$ cat config.mk
export PLATFORM = sky130hd
export DESIGN_NAME = multi_trig_seq
export DESIGN_NICKNAME = d
export VERILOG_FILES = /design/src/rtl/multi_trig_seq.sv
export SDC_FILE = /design/constraint.sdc
export NUM_CORES = 1
export LEC_CHECK = 0
export BUFFER_PORTS_ARGS = -buffer_cell sky130_fd_sc_hd__buf_2
export CORE_ASPECT_RATIO = 0.5
export CORE_MARGIN = 3
export CORE_UTILIZATION = 53
export DETAILED_ROUTE_END_ITERATION = 10
export GPL_TIMING_DRIVEN = 0
export PLACE_DENSITY_LB_ADDON = 0.25
export SYNTH_ARGS = -nofsm -noshare
export SYNTH_HDL_FRONTEND = slang
export SYNTH_SLANG_ARGS = --single-unit
$ cat constraint.sdc
create_clock -name i_clk -period 3.13 [get_ports i_clk]
set_clock_uncertainty 0.15 [all_clocks]
set_input_delay 0.1565 -clock i_clk [delete_from_list [all_inputs] [get_ports i_clk]]
set_output_delay 0.1565 -clock i_clk [all_outputs]
set_load 0.1 [all_outputs]
$ cat src/rtl/multi_trig_seq.sv
// -----------------------------------------------------------------------------
// multi_trig_seq
//   Multi-channel trigger sequencer. Trigger events come from an internal
//   period counter or from a synchronized external pin. Each accepted event
//   waits a programmable delay and then drives a programmable-width pulse on
//   one channel. Channels are chosen round-robin among the enabled mask bits.
//
// Ports
//   i_clk       sole clock
//   i_rst       asynchronous active-high reset
//   i_en        run enable; low forces IDLE and holds the round-robin pointer
//   i_outmode   1 = external trigger pin, 0 = internal period counter
//   i_negedge   external edge select, 1 = falling
//   i_ext_trig  asynchronous external trigger pin
//   i_cycle     internal period in clocks (0 = no internal events)
//   i_delay     event-to-pulse delay in clocks
//   i_pulse     pulse width in clocks (0 = no pulse, pointer still advances)
//   i_ch_mask   channel enable mask
//   o_trig      one-hot (or zero) trigger pulses
//   o_ch        channel currently or last fired
//   o_fire      one-clock strobe on the first clock of each pulse
//   o_busy      high while in DELAY or PULSE
//   o_missed    one-clock strobe when an event is dropped
//   o_pat       test pattern
//
// Configuration
//   MULTI_TRIG_SEQ_TEST_PATTERN_EN : when defined, o_pat counts 0..PAT_MAX and
//   restarts at 0 on the clock after o_fire; otherwise o_pat is tied to 0.
// -----------------------------------------------------------------------------
module multi_trig_seq #(
  parameter int CH_NUM  = 4,
  parameter int CYCLE_W = 20,
  parameter int DLY_W   = 16,
  parameter int PULSE_W = 12,
  parameter int PAT_W   = 8,
  parameter int PAT_MAX = 199,
  localparam int CH_W   = (CH_NUM > 1) ? $clog2(CH_NUM) : 1
) (
  input  logic               i_clk,
  input  logic               i_rst,
  input  logic               i_en,
  input  logic               i_outmode,
  input  logic               i_negedge,
  input  logic               i_ext_trig,
  input  logic [CYCLE_W-1:0] i_cycle,
  input  logic [DLY_W-1:0]   i_delay,
  input  logic [PULSE_W-1:0] i_pulse,
  input  logic [CH_NUM-1:0]  i_ch_mask,
  output logic [CH_NUM-1:0]  o_trig,
  output logic [CH_W-1:0]    o_ch,
  output logic               o_fire,
  output logic               o_busy,
  output logic               o_missed,
  output logic [PAT_W-1:0]   o_pat
);

  typedef enum logic [1:0] {S_IDLE, S_DELAY, S_PULSE} state_t;

  state_t               r_state;
  logic [CYCLE_W-1:0]   r_cnt;
  logic                 r_sync1, r_sync2, r_sync3;
  logic [DLY_W-1:0]     r_dcnt, r_lat_dly;
  logic [PULSE_W-1:0]   r_pcnt, r_lat_pulse;
  logic [CH_W-1:0]      r_ptr, r_ch;
  logic [CH_NUM-1:0]    r_trig;
  logic                 r_fire, r_busy, r_missed;

  logic                 w_int_run, w_int_wrap, w_ext_evt, w_evt;
  logic [2*CH_NUM-1:0]  w_dbl;
  logic [CH_W-1:0]      w_off;
  logic [CH_W:0]        w_sum;
  logic [CH_W-1:0]      w_sel;

  // Internal period: count 0..i_cycle-1, event on the wrap clock. The >=
  // compare recovers cleanly if i_cycle shrinks below the running count.
  assign w_int_run  = i_en & ~i_outmode & (i_cycle != '0);
  assign w_int_wrap = w_int_run & (r_cnt >= i_cycle - CYCLE_W'(1));

  // NOTE: sequential state uses non-blocking assignments so every flop samples
  // the pre-edge values of its peers; blocking here would create races.
  always_ff @(posedge i_clk or posedge i_rst) begin
    if (i_rst)            r_cnt <= '0;
    else if (!w_int_run)  r_cnt <= '0;
    else if (w_int_wrap)  r_cnt <= '0;
    else                  r_cnt <= r_cnt + CYCLE_W'(1);
  end

  // Two-flop synchronizer plus edge register: an event is seen on the third
  // edge after the pin transition.
  always_ff @(posedge i_clk or posedge i_rst) begin
    if (i_rst) begin
      r_sync1 <= 1'b0;
      r_sync2 <= 1'b0;
      r_sync3 <= 1'b0;
    end else begin
      r_sync1 <= i_ext_trig;
      r_sync2 <= r_sync1;
      r_sync3 <= r_sync2;
    end
  end

  assign w_ext_evt = i_en & i_outmode &
                     (i_negedge ? (~r_sync2 & r_sync3) : (r_sync2 & ~r_sync3));
  assign w_evt     = w_int_wrap | w_ext_evt;

  // Round-robin select: rotate the mask so the pointer sits at bit 0, find the
  // lowest set bit, then add the pointer back modulo CH_NUM.
  assign w_dbl = {i_ch_mask, i_ch_mask} >> r_ptr;

  // NOTE: every always_comb output gets a default first so no path leaves it
  // unassigned, which would otherwise infer a latch.
  always_comb begin
    w_off = '0;
    for (int i = CH_NUM - 1; i >= 0; i--) begin
      if (w_dbl[i]) w_off = CH_W'(i);
    end
    w_sum = {1'b0, r_ptr} + {1'b0, w_off};
    if (w_sum >= (CH_W+1)'(CH_NUM)) w_sum = w_sum - (CH_W+1)'(CH_NUM);
    w_sel = w_sum[CH_W-1:0];
  end

  always_ff @(posedge i_clk or posedge i_rst) begin
    if (i_rst) begin
      r_state     <= S_IDLE;
      r_dcnt      <= '0;
      r_pcnt      <= '0;
      r_lat_dly   <= '0;
      r_lat_pulse <= '0;
      r_ptr       <= '0;
      r_ch        <= '0;
      r_trig      <= '0;
      r_fire      <= 1'b0;
      r_busy      <= 1'b0;
      r_missed    <= 1'b0;
    end else begin
      r_fire   <= 1'b0;
      r_missed <= 1'b0;
      if (!i_en) begin
        // Abort: events this clock are ignored silently, pointer held.
        r_state <= S_IDLE;
        r_trig  <= '0;
        r_busy  <= 1'b0;
      end else begin
        case (r_state)
          S_IDLE: begin
            if (w_evt) begin
              if (|i_ch_mask) begin
                r_lat_dly   <= i_delay;
                r_lat_pulse <= i_pulse;
                r_ch        <= w_sel;
                r_dcnt      <= '0;
                r_pcnt      <= '0;
                r_busy      <= 1'b1;
                r_state     <= (i_delay == '0) ? S_PULSE : S_DELAY;
              end else begin
                r_missed <= 1'b1;
              end
            end
          end
          S_DELAY: begin
            if (w_evt) r_missed <= 1'b1;
            if (r_dcnt == r_lat_dly - DLY_W'(1)) r_state <= S_PULSE;
            else                                 r_dcnt  <= r_dcnt + DLY_W'(1);
          end
          S_PULSE: begin
            if (w_evt) r_missed <= 1'b1;
            // The state leads o_trig by one clock, so a pulse of p occupies
            // p+1 PULSE clocks; the last one drops o_trig and advances.
            if (r_pcnt < r_lat_pulse) begin
              r_trig <= CH_NUM'(1) << r_ch;
              r_fire <= (r_pcnt == '0);
              r_pcnt <= r_pcnt + PULSE_W'(1);
            end else begin
              r_trig  <= '0;
              r_busy  <= 1'b0;
              r_state <= S_IDLE;
              r_ptr   <= (r_ch == CH_W'(CH_NUM - 1)) ? '0 : r_ch + CH_W'(1);
            end
          end
          default: begin
            r_state <= S_IDLE;
            r_trig  <= '0;
            r_busy  <= 1'b0;
          end
        endcase
      end
    end
  end

  assign o_trig   = r_trig;
  assign o_ch     = r_ch;
  assign o_fire   = r_fire;
  assign o_busy   = r_busy;
  assign o_missed = r_missed;

`ifdef MULTI_TRIG_SEQ_TEST_PATTERN_EN
  logic [PAT_W-1:0] r_pat;

  always_ff @(posedge i_clk or posedge i_rst) begin
    if (i_rst)                           r_pat <= '0;
    else if (r_fire)                     r_pat <= '0;
    else if (r_pat == PAT_W'(PAT_MAX))   r_pat <= '0;
    else                                 r_pat <= r_pat + PAT_W'(1);
  end

  assign o_pat = r_pat;
`else
  assign o_pat = '0;
`endif

endmodule
* Word level (Yosys, flattened, before mapping) *
Index checks and enable logic that the tools add are counted.

operators by class
  bitwise gates (word level) = 12
  $add $sub $neg = 8
  muxes and demuxes = 40
  shift operators = 2
  order comparisons = 3
  equality and inequality tests = 14
  reductions and logical operators = 15

operator list
  operator                                             count
  2-to-1 mux 16 bit                                    3
  2-to-1 mux 20 bit                                    2
  2-to-1 mux 12 bit                                    3
  one-hot mux 16 bit (2 select lines)                  1
  2-to-1 mux 2 bit                                     12
  one-hot mux 12 bit (2 select lines)                  1
  adder 20 x 1 -> 20 bit (second input constant)       1
  greater-or-equal comparator 20 bit                   1
  nonzero test 20 bit                                  1
  subtractor 20 x 1 -> 20 bit (second input constant)  1
  adder 16 x 1 -> 16 bit (second input constant)       1
  == test 16 bit                                       1
  logical NOT 16 bit                                   1
  subtractor 16 x 1 -> 16 bit (second input constant)  1
  adder 12 x 1 -> 12 bit (second input constant)       1
  logical NOT 12 bit                                   1
  less-than comparator 12 bit                          1
  2-to-1 mux 1 bit                                     12
  != test 2 bit (second input constant)                6
  != test 3 bit (second input constant)                4
  AND reduction 4 bit                                  3
  AND reduction 5 bit                                  2
  2-to-1 mux 4 bit                                     2
  one-hot mux 4 bit (2 select lines)                   1
  other kinds (19)                                     31

word-level totals
  bits of input ports = 58
  output and inout bits = 17
  logic and storage cells = 109
  bits in registers = 92

* Depth between registers and ports, before layout *
Gate-level depths: netlist of the first run.

  depth after elaboration = 8
  gate-level depth with buffers = 18
  gate-level depth less buffers = 15

* Least setup slack after synthesis of the first run *
OpenSTA, ideal clock, no wires.

  path kind = input port to flip-flop
  start point = input port i_cycle[10]
  end point = register r_lat_dly[10]
  path slack = -0.638 ns
  buffers on the path = 2
  stages on the path = 14
  arrival = 3.493 ns
  required time = 2.855 ns
  path through = or4_1 > or2_2 > nor4_1 > xnor2_1 > ha_1 > nand4_1 > inv_1 > a221o_1 > a211o_2 > a21o_1 > and3b_1 > clkbuf_1 > clkbuf_1 > mux2_2

between the ends
  word-level cells in the longest chain between the ends = 5
  elaborated cells on any way between the ends = 7
  classes of those cells = 1 x add/sub; 1 x order compare; 3 x bitwise; 2 x reduce/logical

RTL lines
  element                                                             line    source
  start: declaration                                                  45      input logic [CYCLE_W-1:0] i_cycle,
  subtractor 20 x 1 -> 20 bit or nonzero test 20 bit (tied branches)  77, 76
  greater-or-equal comparator 20 bit or AND 1 bit (tied branches)     77, 76
  AND 1 bit *                                                         77      assign w_int_wrap = w_int_run & (r_cnt >= i_cycle - CYCLE_W'(1));
  OR 1 bit *                                                          104     assign w_evt = w_int_wrap | w_ext_evt;
  AND reduction 4 bit (no line) *                                     n/a
  end signal: assignment                                              148     r_lat_dly <= i_delay;
  end: declaration                                                    62      logic [DLY_W-1:0] r_dcnt, r_lat_dly;

Mark *: on every way between the ends. The rest lies on a longest branch, timed or not.
A chain may end at the register's enable or synchronous reset.

* Worst setup path in the final report of the first run *
  start point = input port i_cycle[13]
  end point = register r_lat_dly[12]

Same word-level chain as after synthesis.

==> results of run 1 <==
-- timing repair --
item,4_1_cts,5_1_grt
buffers inserted,21,4
pin swaps,38,32
setup endpoints to repair,81,81
endpoints found under the hold margin,66,0
resized for setup,126,69
hold buffers,30,0
cloned,8,2
-- final cells by class --
| cell class | instances | area (um^2) |
|---|---|---|
| plain buffers | 28 | 355.3 |
| clock buffers | 11 | 232.7 |
| inverters | 33 | 126.4 |
| clock inverters | 3 | 40.04 |
| fillers | 762 | 2783 |
| flip-flops and latches | 92 | 2302 |
| multi-input cells | 533 | 4129 |
| well taps | 159 | 198.9 |
| repair buffers | 129 | 1015 |
-- worst max-delay path by stage --
stage | depth (start not counted) | startpoint | slack (ns) | end
detailed placement | 18 | i_cycle[4] | -0.99 | r_dcnt[15]
global placement | 18 | i_cycle[4] | -0.92 | r_dcnt[15]
CTS | 15 | i_cycle[13] | -0.22 | r_lat_dly[12]
finish | 15 | i_cycle[13] | -0.27 | r_lat_dly[12]
floorplan | 16 | i_cycle[10] | -0.39 | r_dcnt[9]
global route | 18 | i_cycle[13] | -0.35 | r_pcnt[11]
-- cell usage after synthesis (15+ instances only) --
cell / n / area (um^2)
a21oi_1: 24 / 120.1
clkbuf_1: 15 / 56.30
dfrtp_1: 92 / 2302
ha_1: 47 / 588.1
inv_1: 33 / 123.9
mux2_2: 17 / 191.4
nand2_1: 83 / 311.6
nand3_1: 24 / 120.1
nor2_1: 52 / 195.2
nor3_1: 16 / 80.08
o21ai_0: 45 / 225.2
xnor2_1: 32 / 280.3
xor2_1: 23 / 201.4
-- routing by layer --
metal	GRT usage	part of all wire	vias to the layer above
met3	0.05830	0.055	37
met2	0.4734	0.51	170
met5	0	0	-
met1	0.3216	0.42	2750
met4	0.08412	0.020	0
li1	-	-	2706
-- sequential cells by signal (all words and copies together), names as in the netlist --
| name | count |
|---|---|
| o_busy | 1 |
| o_ch | 2 |
| o_fire | 1 |
| o_missed | 1 |
| o_trig | 4 |
| r_cnt | 20 |
| r_dcnt | 16 |
| r_lat_dly | 16 |
| r_lat_pulse | 12 |
| r_pcnt | 12 |
| r_ptr | 2 |
| r_state | 2 |
| r_sync1 | 1 |
| r_sync2 | 1 |
| r_sync3 | 1 |
-- cells by family after synthesis --
| family | after synthesis | share of synthesized area |
|---|---|---|
| multiplexers | 20 | 0.03591 |
| flip-flops | 92 | 0.3733 |
| AND/OR/NAND/NOR | 273 | 0.2266 |
| AO/OA/AOI/OAI | 130 | 0.1404 |
| other | 1 | 0.0006081 |
| buffers and inverters | 62 | 0.04971 |
| XOR/XNOR | 55 | 0.07811 |
| adder cells (fa/ha/maj) | 47 | 0.09535 |
-- metrics by stage --
stage,utilization,hold WS [ns],cells,TNS (ns),worst slack [ns]
2_1_floorplan,-,0.03793,687,-15.14,-0.3933
3_3_place_gp,0.6064,0.1161,911,-115.04,-0.9197
3_5_place_dp,0.6090,0.08689,912,-58.94,-0.9907
4_1_cts,0.7251,0.008623,984,-10.51,-0.2175
5_1_grt,0.7511,0.02831,988,-18.10,-0.3492
6_report,0.7511,0.02344,988,-13.02,-0.2669
-- power by group through the flow --
stage | registers (mW) | logic (mW) | clock network, mW
4_1_cts | 1.72 | 1.98 | 1.07
2_1_floorplan | 1.79 | 1.17 | 0
3_5_place_dp | 1.75 | 1.65 | 0
5_1_grt | 1.77 | 2.32 | 1.11
6_report | 1.74 | 2.15 | 1.05
3_3_place_gp | 1.74 | 1.58 | 0
==> summary.md, run 1 <==
| Metric | Value |
|---|---|
| Status | `finished with violations` |
| Failing checks | `negative setup slack` |
| Port bufs | `65` |
| Reg clk slew, reported paths | `0.06 ns` |
| Clock share of power | `0.213` |
| Ant diodes | `0` |
| CP Data Arrival Time | `3.48 ns` |
| Synthesized area | `between 0.006 and 0.007 mm^2` |
| Post-detail-place hpwl | `about 11 mm` |
| RePlAce Congestion | `0.8356` |
| Num CTS Buffers | `9` |
| CP top delay family | `simple AND/OR/NAND/NOR gates` |
| Fin. max-slew vios | `0` |
| DRC | `0` |
| Worst-margin pin slew | `0.7891 ns` |
| Seq pwr share | `0.352` |
| Number of flops mapped to enable cells by yosys | `0` |
| Req. time, crit path | `~3.2 ns` |
| Reg2Reg Capture Point | `r_dcnt[5]` |
| Layout cells sized above 1 | `0.3305` |
| Sw Pwr | `around 2.0 mW` |
| DRT Pass-1 Iters | `5` |
| First DRT Iteration DRCs | `338` |
| CP max stage cell | `or4_4` |
| Max Fanout on Critical Path | `6` |
| Reg2reg start | `r_lat_dly[10]` |
| Largest net degree at the start of global routing | `56` |
| Clock buffer depth | `2` |
| Setup WS post-layout | `-0.2669 ns` |
| Worst hold stages | `2` |
| Highest-count cells in the layout ignoring fill and taps | `dfrtp_1, nand2_1, buf_2, ha_1, xnor2_1` |
| Die height | `a little over 80 um` |
| Leak | `3.717 nW` |
| Final Critical Period | `3.397 ns` |
| RSZ-0062 raised after global routing | `yes` |
| Yosys reg bits | `92` |
| Fin area | `0.008399 mm^2` |
| Vias | `5663` |
| Post-Syn Instances | `roughly 700` |
| Final nets | `931` |
| Effective utilization at floorplan | `0.5515` |
| Max IR drop VDD | `0.0004137 V` |
| Max Cap Viol | `0` |
| Hold crit path type | `in2reg` |
| Area after DPL | `0.006810 mm^2` |
| Total power | `between 4 and 5 mW` |
| Commonest non-fill, non-tap cell in the layout | `dfrtp_1` |
| Core area | `0.01118 mm^2` |
| Die Span X | `158.6 um` |
| Kind of critical path | `in2reg` |
| Top FF cell, synth | `dfrtp_1` |
| Area delta synth->final | `36.19%` |
| Seq/Total Area, Yosys | `0.3733` |
| Ys async rst share | `1.000` |
| Vias in the first global route | `5523` |
| Worst setup SP type | `primary input` |
| Hold Path Sink | `r_state[1]` |
| Initial antenna violation count | `0` |
| Crit end category | `flop` |
| CP Buf/Inv Count | `4` |
| Synth warnings | `0` |
| WL/cell | `17.57 um` |
| Die Area | `~0.013 mm^2` |
| Design internal power | `2.985 mW` |
| Slowest cell delay on critical path | `0.54 ns` |
| CTS sink count | `just over 90` |
| PwrDens | `588.3 mW/mm^2` |
| Io pins | `75` |
| Yosys cell types | `69` |
| Worst-path cell chain | `buf_6 -> or4_4 -> or2_4 -> nor4_4 -> xnor2_1 -> ha_1 -> nand4_1 -> inv_1 -> a221o_1 -> a211o_4 -> a21o_1 -> and3b_1 -> buf_8 -> clkbuf_16 -> mux2_2` |
| Drt via density | `5.732` |
| H-tree Lvls | `3` |
| Switching share of power | `0.3960` |
| FF-to-FF setup slack | `-0.09 ns` |
| Final wirelength | `17.36 mm` |
| All-Layer GR Usage | `0.2640` |
| First-pass GRT wire length | `roughly 27 mm` |
| Core Rows | `27` |
| Clock latency on the worst-skew pair | `0.35 ns` |
| Synthesized area per cell | `9.069 um^2` |
| Reg2reg path depth | `9` |
| Setup violators final | `78` |
| CTS tree | `built` |
| Max Fclk | `294.4 MHz` |
| CTS Root Buffer Type | `clkbuf_16` |
| Combinational fraction of design power | `0.435` |
| ANT nets after route | `0` |
| Gr ovfl total | `0` |
| Worst Hold Launch | `i_en` |
| Fin crit share | `1.085` |
| Rel. slew slack | `0.4656` |
| Final Hold Violating Endpoints | `0` |
No activity file was read; power rests on OpenSTA's default activity.
==> run 2: changes to the inputs <==
- ABC_AREA: not set -> 1
- CORE_UTILIZATION: 53 -> 54
==> run 2 against run 1 <==
The flow still finishes with violations (negative setup slack); die area rose by 8.1%; sequential power decreased by 6%; combinational power is essentially flat; synthesized cell count rose by 42%; sequential share of layout area shrank 0.39 points; cell count is 28% higher; global-route usage fell by 1.7 points; total power decreased by 2.7%; area after synthesis grew 11%; flip-flop and latch count stayed put; utilization fell by 4.6 points; largest cell class unchanged; largest power group unchanged.
==> summary.md, run 2 <==
| Metric | Value |
|---|---|
| Status | `finished with violations` |
| Failing checks | `negative setup slack` |
| Synth warnings | `0 (unchanged)` |
| Seq/Total Area, Yosys | `0.3375 (-0.03581)` |
| Kind of critical path | `in2reg` |
| Simple-Gate Fraction of Synth Area | `0.3417 (+0.1151)` |
| Reg clk slew, reported paths | `0.06 ns (about the same)` |
| Core Rows | `28 (+3.7%)` |
| Die height | `85.48 um (+3.9%)` |
| Gr ovfl total | `0 (unchanged)` |
| Post-Syn Instances | `963 (+42%)` |
| Final non-filler cell total | `1269 (+28%)` |
| Largest register FFs | `20 (unchanged)` |
| Largest net degree at the start of global routing | `52 (-7.1%)` |
| CTS Root Buffer Type | `clkbuf_16` |
| Max Fclk | `318.3 MHz (+8.1%)` |
| Area contributors post-synth | `dfrtp_1, nand2_1, ha_1, nor2_1, inv_1` |
| Number of flops mapped to enable cells by yosys | `0 (unchanged)` |
| Core Util, Final | `0.7049 (-0.04628)` |
| Total power | `4.810 mW (-2.7%)` |
| Commonest non-fill, non-tap cell in the layout | `nand2_1` |
| Io pins | `75 (unchanged)` |
| Fin. max-slew vios | `0 (unchanged)` |
| Die Span X | `165.0 um (+4.0%)` |
| Setup WS post-layout | `-0.01138 ns (+0.2555 ns)` |
| Worst setup SP type | `primary input` |
| DRT Pass-1 Iters | `6 (+1)` |
| Largest area contributor in the netlist | `dfrtp_1` |
| CTS sink count | `92 (unchanged)` |
| First-pass GRT wire length | `28.03 mm (+4.5%)` |
| Top FF cell, synth | `dfrtp_1` |
| Clock latency on the worst-skew pair | `0.35 ns (about the same)` |
| Layout cells sized above 1 | `0.1730 (-0.1575)` |
| ANT nets after route | `0 (unchanged)` |
| Max Fanout on Critical Path | `10 (+4)` |
| Largest family of logic cells by synthesized area | `simple AND/OR/NAND/NOR gates` |
| Post-detail-place hpwl | `11.98 mm (+13%)` |
| Top reg by flops | `r_cnt` |
| Synthesized area | `0.006822 mm^2 (+11%)` |
| Cell mode on critical path | `nand2_2` |
| CTS tree | `built` |
| Final Critical Period | `3.141 ns (-0.2555 ns)` |
| Worst-path cell chain | `buf_8 -> or2_1 -> nor3_2 -> nand2_2 -> nor3_4 -> nand4_1 -> buf_4 -> nor2_4 -> xor2_2 -> ha_1 -> nand2_2 -> nor2_4 -> buf_4 -> a21oi_2 -> nand4_1 -> nand2_2 -> nand3_2 -> nand2_4 -> nor2_4 -> buf_6 -> nand3_1 -> nand2_2` |
| PwrDens | `564.6 mW/mm^2 (-4.0%)` |
| Rel. slew slack | `0.5101 (+0.04448)` |
| CP Buf/Inv Count | `4 (unchanged)` |
| Drt via density | `5.164 (-9.9%)` |
| Max Cap Viol | `0 (unchanged)` |
| Xor and xnor area share after synthesis | `0.08731 (+0.009198)` |
| Max IR drop VDD | `0.0003480 V (-16%)` |
| Final Hold Violating Endpoints | `0 (unchanged)` |
| Area delta synth->final | `24.89%` |
| Fill cells | `976 (+28%)` |
| Synth top cells by count | `nand2_1, nor2_1, inv_1` |
| Most frequent cell after synthesis | `nand2_1` |
| CP Data Arrival Time | `3.23 ns (-0.25 ns)` |
| Synthesized area per cell | `7.084 um^2 (-22%)` |
| RSZ-0062 raised after global routing | `yes` |
| Area after DPL | `0.007420 mm^2 (+8.9%)` |
| H-tree Lvls | `3 (unchanged)` |
| Slowest cell delay on critical path | `0.28 ns (-0.26 ns)` |
| Leak | `4.280 nW (+15%)` |
| Ys async rst share | `1.000 (unchanged)` |
| Req. time, crit path | `3.22 ns (about the same)` |
| Vias | `6553 (+16%)` |
| Final nets | `1204 (+29%)` |
| Effective utilization at floorplan | `0.5644 (+0.01286)` |
| Num CTS Buffers | `9 (unchanged)` |
| Hold crit path type | `in2reg` |
| Ant diodes | `0 (unchanged)` |
| Setup TNS | `-0.03119 ns (+12.98 ns)` |
| Regs by FF count | `r_cnt (20), r_dcnt (16), r_lat_dly (16)` |
| Yosys reg bits | `92 (unchanged)` |
| Crit end category | `flop` |
| Core area | `0.01209 mm^2 (+8.1%)` |
| DRC | `0 (unchanged)` |
| Mux cell area share after synthesis | `0 (-0.03591)` |
| Initial antenna violation count | `0 (unchanged)` |
| Setup violators final | `5 (-94%)` |
| Post-Synth Adder-Cell Area | `0.08621 (-0.009147)` |
| Highest-count cells in the layout ignoring fill and taps | `nand2_1, nor2_1, inv_1, dfrtp_1, buf_2` |
| WL/cell | `13.59 um (-23%)` |
| CP max stage cell | `ha_1` |
| Yosys cell types | `40 (-42%)` |
| Fin crit share | `1.004 (-0.08164)` |
| Compound-Gate Fraction of Synth Area | `0.06108 (-0.07932)` |
| Vias in the first global route | `6233 (+13%)` |
| Worst-margin pin slew | `0.7282 ns (-0.06096 ns)` |
| CP top delay family | `simple AND/OR/NAND/NOR gates` |
| All-Layer GR Usage | `0.2471 (-0.01691)` |
| Clock buffer depth | `2 (unchanged)` |
| First DRT Iteration DRCs | `348 (+3.0%)` |
| Port bufs | `66 (+1.5%)` |
| Die Area | `0.01410 mm^2 (+8.1%)` |
| Placed insts | `1202 (+32%)` |
| Fin area | `0.008519 mm^2 (+1.4%)` |
| Final wirelength | `17.25 mm (-0.66%)` |
| Yosys top cell area share | `0.3375 (-0.03581)` |
| RePlAce Congestion | `0.9004 (+7.8%)` |
## run 2: cell count changes after synthesis, moves of 10 or more
cell	before	now
mux2_2	17	0
nand3_1	24	60
nand2_1	83	259
inv_1	33	111
and3_1	14	1
nand4_1	11	21
xor2_1	23	45
clkbuf_1	15	4
nor2_1	52	136
## run 2: routing by layer
metal	wire, um	GRT usage
met1	7584	0.3064
met2	8509	0.4482
met3	746	0.03706
met4	404	0.07154
met5	0	0
## run 2: cell families after synthesis
logic type / count (synthesis)
AND/OR/NAND/NOR: 536
AO/OA/AOI/OAI: 80
adder cells (fa/ha/maj): 47
XOR/XNOR: 68
other: 1
buffers and inverters: 139
flip-flops: 92
## run 2: final cells by class
cell class              instances  area, um^2  share of cell area
plain buffers                  27       191.4             0.02247
clock buffers                  11       242.7             0.02849
clock inverters                 5       35.03            0.004112
inverters                     112       432.9             0.05082
multi-input cells             739        4234              0.4970
flip-flops and latches         92        2302              0.2702
well taps                     165       206.4             0.02423
repair buffers                118       874.6              0.1027
## run 2: worst paths after layout
path / slack, ns / from / cells after the start / end
setup / recovery: -0.01 / i_cycle[6] / 22 / r_dcnt[5]
hold / removal: 0.02 / i_delay[1] / 3 / r_lat_dly[1]
setup reg to reg: 0.65 / r_lat_dly[0] / 13 / r_state[1]
hold reg to reg: 0.24 / r_sync1 / 0 / r_sync2
max in group asynchronous: 1.92 / i_rst / 4 / r_lat_dly[1]
min in group asynchronous: 0.28 / i_rst / 3 / r_sync1
## run 2: timing repair
| action | in CTS | in global routing |
|---|---|---|
| setup buffers | 13 | 7 |
| cloned | 1 | 0 |
| pin swaps | 19 | 27 |
| hold buffers | 30 | 0 |
| hold endpoints to repair | 70 | 0 |
| resized for setup | 40 | 56 |
| endpoints found under the setup margin | 71 | 73 |
## run 2: metrics by stage
step / hold slack, ns / setup slack, ns
after floorplan: 0.03793 / 0.007589
after CTS: 0.008806 / -0.02138
final: 0.01682 / -0.01138
after global placement: 0.1147 / -0.7222
after global routing: 0.05865 / -0.1700
after detailed placement: 0.09614 / -0.8464
## run 2: worst min-delay path: stages
cell,delay [ns]
buf_2,0.08
inv_1,0.07
o21ai_0,0.17
## run 2: power breakdown
group	total [mW]	internal [mW]	switching [mW]
Clock	1.04	0.564	0.475
Combinational	2.13	0.752	1.38
Sequential	1.64	1.41	0.231
==> run 3: changes to the inputs <==
- BUFFER_PORTS_ARGS: -buffer_cell sky130_fd_sc_hd__buf_2 -> not set
- CORE_UTILIZATION: 54 -> 27
- DONT_BUFFER_PORTS: not set -> 1
==> run 3 against run 2 <==
The run now ends clean; count of clock-buffer cells in the layout down 2; cell area down 0.10%; die area up 94%; clock power up 11%; non-clock buffer count down 67; critical path type unchanged; critical endpoint is now r_dcnt[9]; highest routed layer unchanged.
==> summary.md, run 3 (synthesis results as in run 2) <==
| Metric | Value |
|---|---|
| Slowest cell delay on critical path | `0.30 ns (+0.02 ns)` |
| Port bufs | `0 (-100%)` |
| Hold crit path type | `in2reg` |
| Worst hold stages | `4 (+1)` |
| Status | `completed` |
| Worst-margin pin slew | `1.090 ns (+0.3616 ns)` |
| FF-to-FF setup slack | `0.60 ns (-0.05 ns)` |
| Io pins | `75 (unchanged)` |
| Final wirelength | `17.90 mm (+3.8%)` |
| WL/cell | `13.04 um (-4.1%)` |
| Vias | `6121 (-6.6%)` |
| Area delta synth->final | `24.76%` |
| All-Layer GR Usage | `0.1312 (-0.1159)` |
| Gr ovfl total | `0 (unchanged)` |
| Effective utilization at floorplan | `0.2793 (-0.2851)` |
| PwrDens | `580.1 mW/mm^2 (+2.7%)` |
| Max Fclk | `326.5 MHz (+2.6%)` |
| Reg2Reg Capture Point | `r_dcnt[1]` |
| Final Critical Period | `3.063 ns (-0.07828 ns)` |
| CP Data Arrival Time | `3.20 ns (-0.03 ns)` |
| H-tree Lvls | `3 (unchanged)` |
| Drt via density | `4.458 (-14%)` |
| Kind of critical path | `in2reg` |
| Final nets | `1137 (-5.6%)` |
| Reg2reg start | `r_lat_dly[0]` |
| Rel. slew slack | `0.2735 (-0.2366)` |
| Fill cells | `2620 (+170%)` |
| Largest register FFs | `20 (unchanged)` |
| Highest-count cells in the layout ignoring fill and taps | `nand2_1, nor2_1, inv_1, dfrtp_1, nand3_1` |
| Commonest non-fill, non-tap cell in the layout | `nand2_1` |
| Worst-path cell chain | `inv_1 -> ha_2 -> inv_2 -> nor3_4 -> and2_4 -> nand2_2 -> nor4_4 -> xor2_1 -> inv_1 -> ha_1 -> nand2_4 -> inv_1 -> nand2_1 -> nand2_2 -> a21oi_2 -> nand4_1 -> nand2_2 -> nand2_4 -> nand2_4 -> nand2_4 -> nand3_4 -> buf_6 -> nand2_2 -> nand2_1` |
| RePlAce Congestion | `0.8800 (-2.3%)` |
| Largest net degree at the start of global routing | `62 (+19%)` |
| Pre-CTS setup slack | `-0.7126 ns (+0.1339 ns)` |
| Storage cell area | `0.002302 mm^2 (unchanged)` |
| Vias in the first global route | `5908 (-5.2%)` |
| Reg2reg path depth | `14 (+1)` |
| Core Rows | `40 (+43%)` |
| Leak | `4.040 nW (-5.6%)` |
| Post-detail-place hpwl | `13.65 mm (+14%)` |
| Core area | `0.02442 mm^2 (+100%)` |
| Fin. max-slew vios | `0 (unchanged)` |
| Die Span X | `230.8 um (+40%)` |
| Worst setup SP type | `primary input` |
| Die Area | `0.02732 mm^2 (+94%)` |
| Req. time, crit path | `3.27 ns (+0.05 ns)` |
| CTS Root Buffer Type | `clkbuf_16` |
| Fin crit share | `0.9786 (-0.02501)` |
| Total power | `4.937 mW (+2.6%)` |
| CTS sink count | `92 (unchanged)` |
| ANT nets after route | `0 (unchanged)` |
| Num CTS Buffers | `9 (unchanged)` |
| Max Cap Viol | `0 (unchanged)` |
| Ant diodes | `0 (unchanged)` |
| Hold Path Sink | `r_cnt[1]` |
| First-pass GRT wire length | `29.26 mm (+4.4%)` |
| CP max stage cell | `ha_1` |
| Worst hold margin | `0.05520 ns (+0.03838 ns)` |
| Setup violators final | `0 (-5)` |
| Initial antenna violation count | `0 (unchanged)` |
| DRT Pass-1 Iters | `6 (unchanged)` |
| Setup WS post-layout | `0.06690 ns (+0.07828 ns)` |
| Layout cells sized above 1 | `0.1360 (-0.03704)` |
| CTS tree | `built` |
| Reg clk slew, reported paths | `0.07 ns (about the same)` |
| Top reg by flops | `r_cnt` |
| Worst Hold Launch | `i_cycle[18]` |
| Clock buffer depth | `2 (unchanged)` |
| Area of the multi-input gates | `0.004280 mm^2 (+1.1%)` |
| Regs by FF count | `r_cnt (20), r_dcnt (16), r_lat_dly (16)` |
| DRC | `0 (unchanged)` |
| Clock latency on the worst-skew pair | `0.36 ns (about the same)` |
| Final Hold Violating Endpoints | `0 (unchanged)` |
| Crit end category | `flop` |
| Die height | `118.4 um (+39%)` |
| Max Fanout on Critical Path | `5 (-5)` |
| First DRT Iteration DRCs | `318 (-8.6%)` |
| Max IR drop VDD | `0.0003264 V (-6.2%)` |
| RSZ-0062 raised after global routing | `yes` |
==> run 3: metrics by stage <==
step	std cells	utilization	setup TNS, ns	cell area [um^2]
3_3_place_gp	1306	0.2978	-106.25	7273
3_5_place_dp	1307	0.2990	-46.70	7303
2_1_floorplan	970	-	0	6853
5_1_grt	1373	0.3485	-7.514	8511
4_1_cts	1360	0.3293	0	8041
6_report	1373	0.3485	0	8511
==> run 3: area by class of cell <==
class	instances	share of cell area
inverters	112	0.05013
clock buffers	9	0.02646
repair buffers	53	0.06527
multi-input cells	739	0.5029
plain buffers	25	0.02587
well taps	336	0.04940
flip-flops and latches	92	0.2705
clock inverters	7	0.009409
==> run 3: worst max path at each step <==
stage / from / endpoint / slack (ns) / cells past startpoint
6_report: i_cycle[1] / r_dcnt[9] / 0.07 / 24
3_3_place_gp: i_rst / r_dcnt[1] / -0.73 / 1
4_1_cts: i_cycle[5] / r_dcnt[1] / 0.002 / 22
5_1_grt: i_cycle[1] / r_dcnt[0] / -0.17 / 24
2_1_floorplan: i_cycle[0] / r_dcnt[0] / 0.008 / 24
3_5_place_dp: i_cycle[0] / r_dcnt[4] / -0.71 / 24
==> run 3: repair_timing <==
item,4_1_cts,5_1_grt
hold buffers,35,0
gates resized for setup,16,116
cloned,0,4
hold endpoints to repair,127,0
setup endpoints to repair,71,80
pin swaps,3,31
buffers inserted,3,10
==> run 3: routing by layer <==
layer | track usage | routed length [um]
met1 | 0.1726 | 8699
met4 | 0.02899 | 172
met2 | 0.2188 | 8413
met5 | 0 | 0
met3 | 0.03155 | 617
==> run 3: worst max-delay path: cells and delay by family <==
family | cells | cell delay [ns]
simple gates | 15 | 1.83
xor+xnor | 1 | 0.18
compound gates | 1 | 0.16
fa+ha+maj | 2 | 0.50
buf+inv | 5 | 0.37
==> run 3: where the power goes <==
group | switching [mW] | leakage, nW | total [mW] | internal, mW
sequential | 0.418 | 1.20 | 1.82 | 1.41
clock | 0.513 | 0.149 | 1.15 | 0.632
combinational | 1.22 | 2.69 | 1.97 | 0.752
total | 2.15 | 4.04 | 4.94 | 2.79
